File: src/rtl/fetch_stage_pkg.sv
// fetch_stage_pkg: shared constants and FSM encoding for the instruction-fetch stage
package fetch_stage_pkg;
   localparam logic [31:0] RESET_PC_DEF  = 32'h0000_1000;
   localparam logic [31:0] NOP_INSTR_DEF = 32'h0000_0013;
   typedef enum logic [1:0] {FS_REQ, FS_KILL, FS_HOLD} fs_state_t;
endpackage

File: src/rtl/fetch_stage_if_skid_buf.sv
// if_skid_buf: one-entry {addr,instr} buffer catching a fetch response while the decoder stalls
module if_skid_buf (
   input  logic        clk,
   input  logic        reset,
   input  logic        clear,
   input  logic        load,
   input  logic        drain,
   input  logic [31:0] load_addr,
   input  logic [31:0] load_instr,
   output logic [31:0] addr,
   output logic [31:0] instr,
   output logic        full
);
   // clear wins over load so a redirect never leaves a stale entry behind
   always_ff @(posedge clk) begin
      if (reset || clear) full <= 1'b0;
      else if (load) begin
         full  <= 1'b1;
         addr  <= load_addr;
         instr <= load_instr;
      end else if (drain) full <= 1'b0;
   end
endmodule

File: src/rtl/fetch_stage.sv
// fetch_stage: PC, instruction-memory request handshake and IF/ID register with stall/redirect
module fetch_stage
   import fetch_stage_pkg::*;
#(
   parameter logic [31:0] RESET_PC  = RESET_PC_DEF,
   parameter logic [31:0] NOP_INSTR = NOP_INSTR_DEF
) (
   input  logic        clk,
   input  logic        reset,
   input  logic        stall,
   input  logic        redirect,
   input  logic [31:0] redirect_pc,
   output logic        imem_req,
   output logic [31:0] imem_addr,
   input  logic        imem_ready,
   input  logic [31:0] imem_rdata,
   output logic [31:0] ir,
   output logic [31:0] pc_out,
   output logic        ir_valid
);
   fs_state_t   state, state_next;
   logic [31:0] pc, pc_next, addr_next, skid_addr, skid_instr;
   logic        req_next, skid_full, fire, accept;
   assign fire   = imem_req & imem_ready;
   assign accept = fire & (state == FS_REQ) & ~redirect;
   if_skid_buf skid (
      .clk        (clk),
      .reset      (reset),
      .clear      (redirect),
      .load       (accept & stall),
      .drain      (~stall & skid_full),
      .load_addr  (imem_addr),
      .load_instr (imem_rdata),
      .addr       (skid_addr),
      .instr      (skid_instr),
      .full       (skid_full)
   );
   // state register
   always_ff @(posedge clk) begin
      if (reset) state <= FS_REQ;
      else state <= state_next;
   end
   // next state: redirect with a request still open must swallow its late response
   always_comb begin
      state_next = state;
      if (redirect) state_next = (imem_req & ~imem_ready) ? FS_KILL : FS_REQ;
      else if (state == FS_KILL) state_next = fire ? FS_REQ : FS_KILL;
      else if (state == FS_HOLD) state_next = stall ? FS_HOLD : FS_REQ;
      else state_next = (accept & stall) ? FS_HOLD : FS_REQ;
   end
   // outputs: next PC, request enable, and fetch address (frozen on the stale address while killing)
   always_comb begin
      pc_next   = redirect ? {redirect_pc[31:2], 2'b00} : accept ? pc + 32'd4 : pc;
      req_next  = state_next != FS_HOLD;
      addr_next = (state_next == FS_KILL) ? imem_addr : pc_next;
   end
   // PC and memory-port registers
   always_ff @(posedge clk) begin
      if (reset) begin
         pc        <= RESET_PC;
         imem_addr <= RESET_PC;
         imem_req  <= 1'b0;
      end else begin
         pc        <= pc_next;
         imem_addr <= addr_next;
         imem_req  <= req_next;
      end
   end
   // IF/ID register: redirect bubbles, skid drains before fresh data, stall holds
   always_ff @(posedge clk) begin
      if (reset) begin
         ir       <= NOP_INSTR;
         pc_out   <= '0;
         ir_valid <= 1'b0;
      end else if (redirect) begin
         ir       <= NOP_INSTR;
         ir_valid <= 1'b0;
      end else if (!stall && skid_full) begin
         ir       <= skid_instr;
         pc_out   <= skid_addr;
         ir_valid <= 1'b1;
      end else if (!stall && accept) begin
         ir       <= imem_rdata;
         pc_out   <= imem_addr;
         ir_valid <= 1'b1;
      end
   end
endmodule

File: config.mk
export PLATFORM = sky130hd
export DESIGN_NAME = fetch_stage
export DESIGN_NICKNAME = d
export VERILOG_FILES = /design/src/rtl/fetch_stage_pkg.sv /design/src/rtl/fetch_stage_if_skid_buf.sv /design/src/rtl/fetch_stage.sv
export SDC_FILE = /design/constraint.sdc
export NUM_CORES = 1
export LEC_CHECK = 0
export ABC_CLOCK_PERIOD_IN_PS = 3400
export BUFFER_PORTS_ARGS = -buffer_cell sky130_fd_sc_hd__buf_4
export CORE_MARGIN = 10
export CORE_UTILIZATION = 46
export DETAILED_ROUTE_END_ITERATION = 10
export GPL_ROUTABILITY_DRIVEN = 0
export PLACE_DENSITY_LB_ADDON = 0.12
export SYNTH_ARGS = -nofsm -noshare
export SYNTH_HDL_FRONTEND = slang
export SYNTH_HIERARCHICAL = 1
export SYNTH_SLANG_ARGS = --single-unit
File: constraint.sdc
create_clock -name clk -period 3.4 [get_ports clk]
set_clock_uncertainty 0.1 [all_clocks]
set_input_delay 0.17 -clock clk [delete_from_list [all_inputs] [get_ports clk]]
set_output_delay 0.17 -clock clk [all_outputs]
set_load 0.005 [all_outputs]
## Yosys cells after proc, flatten, opt, wreduce, memory -nomap -nowiden

Cells that the tools add are included.

| storage, ports and cells | value |
|---|---|
| input bits | 69 |
| memories kept | 0 |
| ROM bits | 0 |
| flip-flop bits (word level) | 197 |
| word-level logic and storage cells | 52 |
| latch bits | 0 |
| bits in writable memories | 0 |
| output and inout bits | 98 |

| operators by class | value |
|---|---|
| div/mod/pow operators | 0 |
| reduce and logical (&&, ||, !) cells | 10 |
| equality and inequality tests | 4 |
| multiplexer cells | 17 |
| order comparisons | 0 |
| add/subtract/negate cells | 1 |
| $mul | 0 |
| bitwise logic cells | 10 |
| shift operators | 0 |

Operators by type and width:

| cell | count |
|---|---|
| $mux 32 | 6 |
| $add 32x3->32 const B | 1 |
| $mux 2 | 5 |
| $and 1x1->1 | 6 |
| $mux 1 | 6 |
| $eq 2x1->1 const B | 2 |
| $not 1->1 | 4 |
| $reduce_and 2->1 | 2 |
| $reduce_bool 2->1 | 2 |
| $eq 2x2->1 const B | 1 |
| $logic_and 1x1->1 | 2 |
| $logic_not 2->1 | 1 |
| $ne 2x2->1 const B | 1 |
| $reduce_or 2->1 | 1 |
| $logic_not 1->1 | 1 |
| $logic_or 1x1->1 | 1 |

## Logic depth before layout (Yosys ltp)

| depth | value |
|---|---|
| word-level depth | 9 |
| depth in mapped cells | 8 |

## Modules after synthesis

The synthesis kept the hierarchy.

Modules (own cells, without submodules):

| module | sequential area each (µm²) | cells an instance | times used | area an instance (µm²) |
|---|---|---|---|---|
| fetch_stage | 2642.5 | 663 | 1 | 5984.5 |
| if_skid_buf | 1941.9 | 69 | 1 | 1973.1 |

## Least setup slack after synthesis

OpenSTA, ideal clock, no wires.

| timing path | value |
|---|---|
| path type | in2reg |
| from | in redirect |
| to | reg skid.addr[0], enable pin |
| setup slack | 0.289 ns |
| stages on the path | 7 |
| buffers on the path | 3 |
| library setup time | 0.429 ns |
| arrival time | 2.582 ns |
| cell sequence | clkbuf_1 inv_1 buf_2 clkbuf_1 nand2_1 nor2_1 and2_1 |

| on the way | value |
|---|---|
| word-level cells in the longest chain between the ends | 4 |
| elaborated cells on any way between the ends | 6 |
| classes of those cells | bitwise: 4; reduce/logical: 2 |

Ends and longest elaborated chain:

| element | RTL line | RTL |
|---|---|---|
| start, declared | fetch_stage.sv:11 | `input logic redirect,` |
| $not 1->1 (no line) | - |  |
| $and 1x1->1 | fetch_stage.sv:25 | `assign accept = fire & (state == FS_REQ) & ~redirect;` |
| $and 1x1->1 | fetch_stage.sv:30 | `.load (accept & stall),` |
| $reduce_and 2->1 (no line) (*) | - |  |
| end signal, assigned | fetch_stage_if_skid_buf.sv:19 | `addr <= load_addr;` |
| end, declared | fetch_stage_if_skid_buf.sv:10 | `output logic [31:0] addr,` |

Every way passes the cells marked *; elsewhere a longest branch is shown, timed or not.
A chain may end at the register's enable or synchronous reset.

## Final worst setup path

| timing path | value |
|---|---|
| from | reg imem_req |
| to | reg imem_addr[18] |

| on the way | value |
|---|---|
| word-level cells in the longest chain between the ends | 9 |
| elaborated cells on any way between the ends | 14 |
| classes of those cells | eq/ne: 1; mux: 8; bitwise: 5 |

Ends and longest elaborated chain:

| element | RTL line | RTL |
|---|---|---|
| start, declared | fetch_stage.sv:13 | `output logic imem_req,` |
| start signal, assigned | fetch_stage.sv:66 | `imem_req <= req_next;` |
| $and 1x1->1 | fetch_stage.sv:24 | `assign fire = imem_req & imem_ready;` |
| $and 1x1->1 (2 in a row) | fetch_stage.sv:25 |  |
| $and 1x1->1 | fetch_stage.sv:49 | `else state_next = (accept & stall) ? FS_HOLD : FS_REQ;` |
| $mux 2 | fetch_stage.sv:49 |  |
| $mux 2 | fetch_stage.sv:48 | `else if (state == FS_HOLD) state_next = stall ? FS_HOLD : FS_REQ;` |
| $mux 2 | fetch_stage.sv:47 | `else if (state == FS_KILL) state_next = fire ? FS_REQ : FS_KILL;` |
| $mux 2 | fetch_stage.sv:46 | `if (redirect) state_next = (imem_req & ~imem_ready) ? FS_KILL : FS_REQ;` |
| $eq 2x1->1 | fetch_stage.sv:55 | `addr_next = (state_next == FS_KILL) ? imem_addr : pc_next;` |
| end signal, assigned | fetch_stage.sv:65 | `imem_addr <= addr_next;` |
| end, declared | fetch_stage.sv:14 | `output logic [31:0] imem_addr,` |

Several ways; a longest one is shown, not always the timed one.

==> results.py <==
metrics = {
    "clock_tree": {
        "cts.htree.levels": 4,
        "cts_tree": "yes",
        "cts-resized-gates": 0,
        "cts_made_buffers": 17,
        "post-cts-setup-buffers": 0,
        "insertion_delay_ns": 0.43,
        "clkTransAtPathRegs_ns": 0.06,
        "cts_buffer_depth": 2,
        "clock-sinks": 197,
        "cts_hold_buf": 59,
        "root_buffer": "clkbuf_16",
    },
    "routing": {
        "dr.pass1.iters": 5,
        "drt_iter0_drc": 433,
        "via_count": 6329,
        "wire_per_inst_um": 17.74,
        "postRouteWirelength_um": 20840,
        "via_per_inst": 5.386,
        "drt.antenna.violating_nets": 0,
        "drc": 0,
    },
    "synthesis": {
        "yosysWarnings": 6,
        "ys_seq_elements": 197,
        "syn-instance-count": 732,
        "synth_cell_types": 58,
        "syn_nets": 802,
        "synth_flop_cell": "dfxtp_1",
        "syn_area_mm2": 0.007958,
        "async_flop_share": 0,
        "ys_seq_area_frac": 0.5761,
        "syn_area_per_cell_um2": 10.87,
        "synth_enable_flop_cells": 64,
    },
    "die": {
        "die_x_um": 151.5,
        "io_pins": 167,
        "rows": 48,
        "die_h_um": 151.5,
        "dieArea_mm2": 0.02296,
        "initial_utilization": 0.4649,
        "coreArea_mm2": 0.01712,
    },
    "critical_path": {
        "critPathKind": "reg2reg",
        "end_kind": "register",
        "crit_fanout": 11,
        "crit_path_start_kind": "register",
        "crit_required_ns": 3.64,
        "critPathArrivalTime_ns": 2.81,
    },
    "timing": {
        "hold_ws_ns": 0.01091,
        "rsz0062_at_grt": "false",
        "fin_crit_sh": 0.7577,
        "setup_viol": 0,
        "hold_viol": 0,
        "timing.fmax_ghz": 0.3882,
        "tightestPinTransition_ns": 0.8684,
        "fin_crit_ns": 2.576,
        "slew_headroom": 0.4211,
        "report.final.slew_viol_count": 0,
        "tns_ns": 0,
    },
    "place": {
        "dp_hpwl_um": 14270,
        "place_area_mm2": 0.009430,
        "dp_cells": 1084,
        "port_buffers": 164,
    },
    "global_route": {
        "grt_overflow_total": 0,
        "antenna_found_initial": 2,
        "grt_pass1_wl_um": 33560,
        "grt_use_total": 0.1822,
        "grt_pass1_vias": 6549,
        "grt_max_degree": 60,
    },
    "run_status": {
        "status": "finished, final reports clean",
    },
    "cells_and_area": {
        "final_area_mm2": 0.01057,
        "syn2layout_area_growth_pct": 32.81,
        "final_cell_count_no_fill": 1175,
        "diodes": 0,
        "final_nets": 1007,
        "final_layout_size_suffix_gt1_frac": 0.2411,
    },
    "pwr": {
        "cellPowerDensity_mw_per_mm2": 468.6,
        "report.power.total_uw": 4953,
        "vdd_drop_max_v": 0.0003719,
        "p_leak_uw": 0.003932,
    },
    "job": {
        "drv_cap": 0,
    },
    "hold_path": {
        "hp-class": "in2reg",
    },
}
==> final timing paths <==
path	start	end	slack (ns)	cells past startpoint
worst max register to register	imem_req$_SDFF_PP0_	imem_addr[18]$_SDFFE_PP0P_	0.82	6
worst min register to register	pc[1]$_SDFF_PP0_	pc[1]$_SDFF_PP0_	0.37	1
worst min-delay path	redirect_pc[3]	pc[3]$_SDFF_PP0_	0.01	4
worst max-delay path	imem_req$_SDFF_PP0_	imem_addr[18]$_SDFFE_PP0P_	0.82	6
==> synth_stat cells (all sizes together), types with 2 or more instances <==
cell type    n  area share
dfxtp      133        0.33
nor2        95       0.045
mux2i       72       0.091
a211oi      64       0.060
edfxtp      64        0.24
clkbuf      40       0.019
nand2       33       0.016
a21oi       24       0.015
nor3        21       0.013
nand3       20       0.013
buf         13      0.0069
inv         11      0.0052
nand4       11       0.011
o21ai       11      0.0069
nor4         8      0.0090
xor2         8      0.0088
a31oi        7      0.0055
o211ai       7      0.0066
o22ai        7      0.0055
xnor2        7      0.0077
and2         6      0.0047
o41ai        6      0.0085
and3         5      0.0039
and4         5      0.0055
nand2b       5      0.0039
o21a         5      0.0047
or2          5      0.0039
or4          5      0.0047
o211a        4      0.0050
o31ai        3      0.0028
a21boi       2      0.0019
a21o         2      0.0019
a31o         2      0.0022
nor2b        2      0.0025
o311a        2      0.0025
==> critical path: stages, from the launching register on <==
cell and delay (ns):
dfxtp_1 0.45, nand4bb_1 0.13, buf_4 0.20, or4_1 0.71
or4_1 0.44, and3_1 0.20, o41ai_2 0.26
==> cell families after synthesis <==
logic type,Yosys count,synth area share
simple gates,227,0.1434
fa+ha+maj,1,0.001572
buf+inv,64,0.03097
xor+xnor,15,0.01651
flops,197,0.5761
mux,72,0.09057
compound gates,156,0.1409
==> cell usage in the layout (no fill, tap or decap), types with 20 or more instances in the layout <==
cell type / netlist / routed
a211oi_1: 64 / 64
a21oi_1: 24 / 24
buf_4: 0 / 179
dfxtp_1: 133 / 133
dlygate4sd3_1: 0 / 59
edfxtp_1: 64 / 64
mux2i_1: 72 / 72
nand2_1: 33 / 33
nand3_1: 20 / 20
nor2_1: 95 / 94
nor3_1: 21 / 20
==> registers in the layout, summed over array words and instances (netlist names), 2 cells and up <==
| signal | cells |
|---|---|
| imem_addr | 32 |
| pc_out | 32 |
| pc | 32 |
| state | 2 |
| skid/addr | 32 |
| skid/instr | 32 |
| ir | 32 |
==> where the power goes <==
group,switching (uW),total [uW],internal [uW]
registers,71.7,2580,2500
clock network,853,1900,1050
logic,227,476,249
total,1150,4950,3800
==> routing by layer <==
layer / GRT usage / part of all wire
met2: 0.3046 / 0.49
met3: 0.05435 / 0.072
met5: 0 / 0.00034
met4: 0.04957 / 0.0099
met1: 0.2244 / 0.43
==> stage by stage <==
step,utilization,worst slack (ns)
6_report,0.6175,0.8240
5_1_grt,0.6175,0.6810
4_1_cts,0.6175,0.8272
3_5_place_dp,0.5510,0.8539
3_3_place_gp,0.5510,0.8945
2_1_floorplan,-,0.2888
==> area by class of cell <==
cell class              count  area [um^2]
clock buffers              24        471.7
repair buffers            239         1954
clock inverters             8        76.32
flip-flops and latches    197         4584
inverters                  11        41.29
multi-input cells         471         3159
well taps                 225        281.5
fillers                  1425         6548
Note: power is estimated with default switching activity, not from simulation.
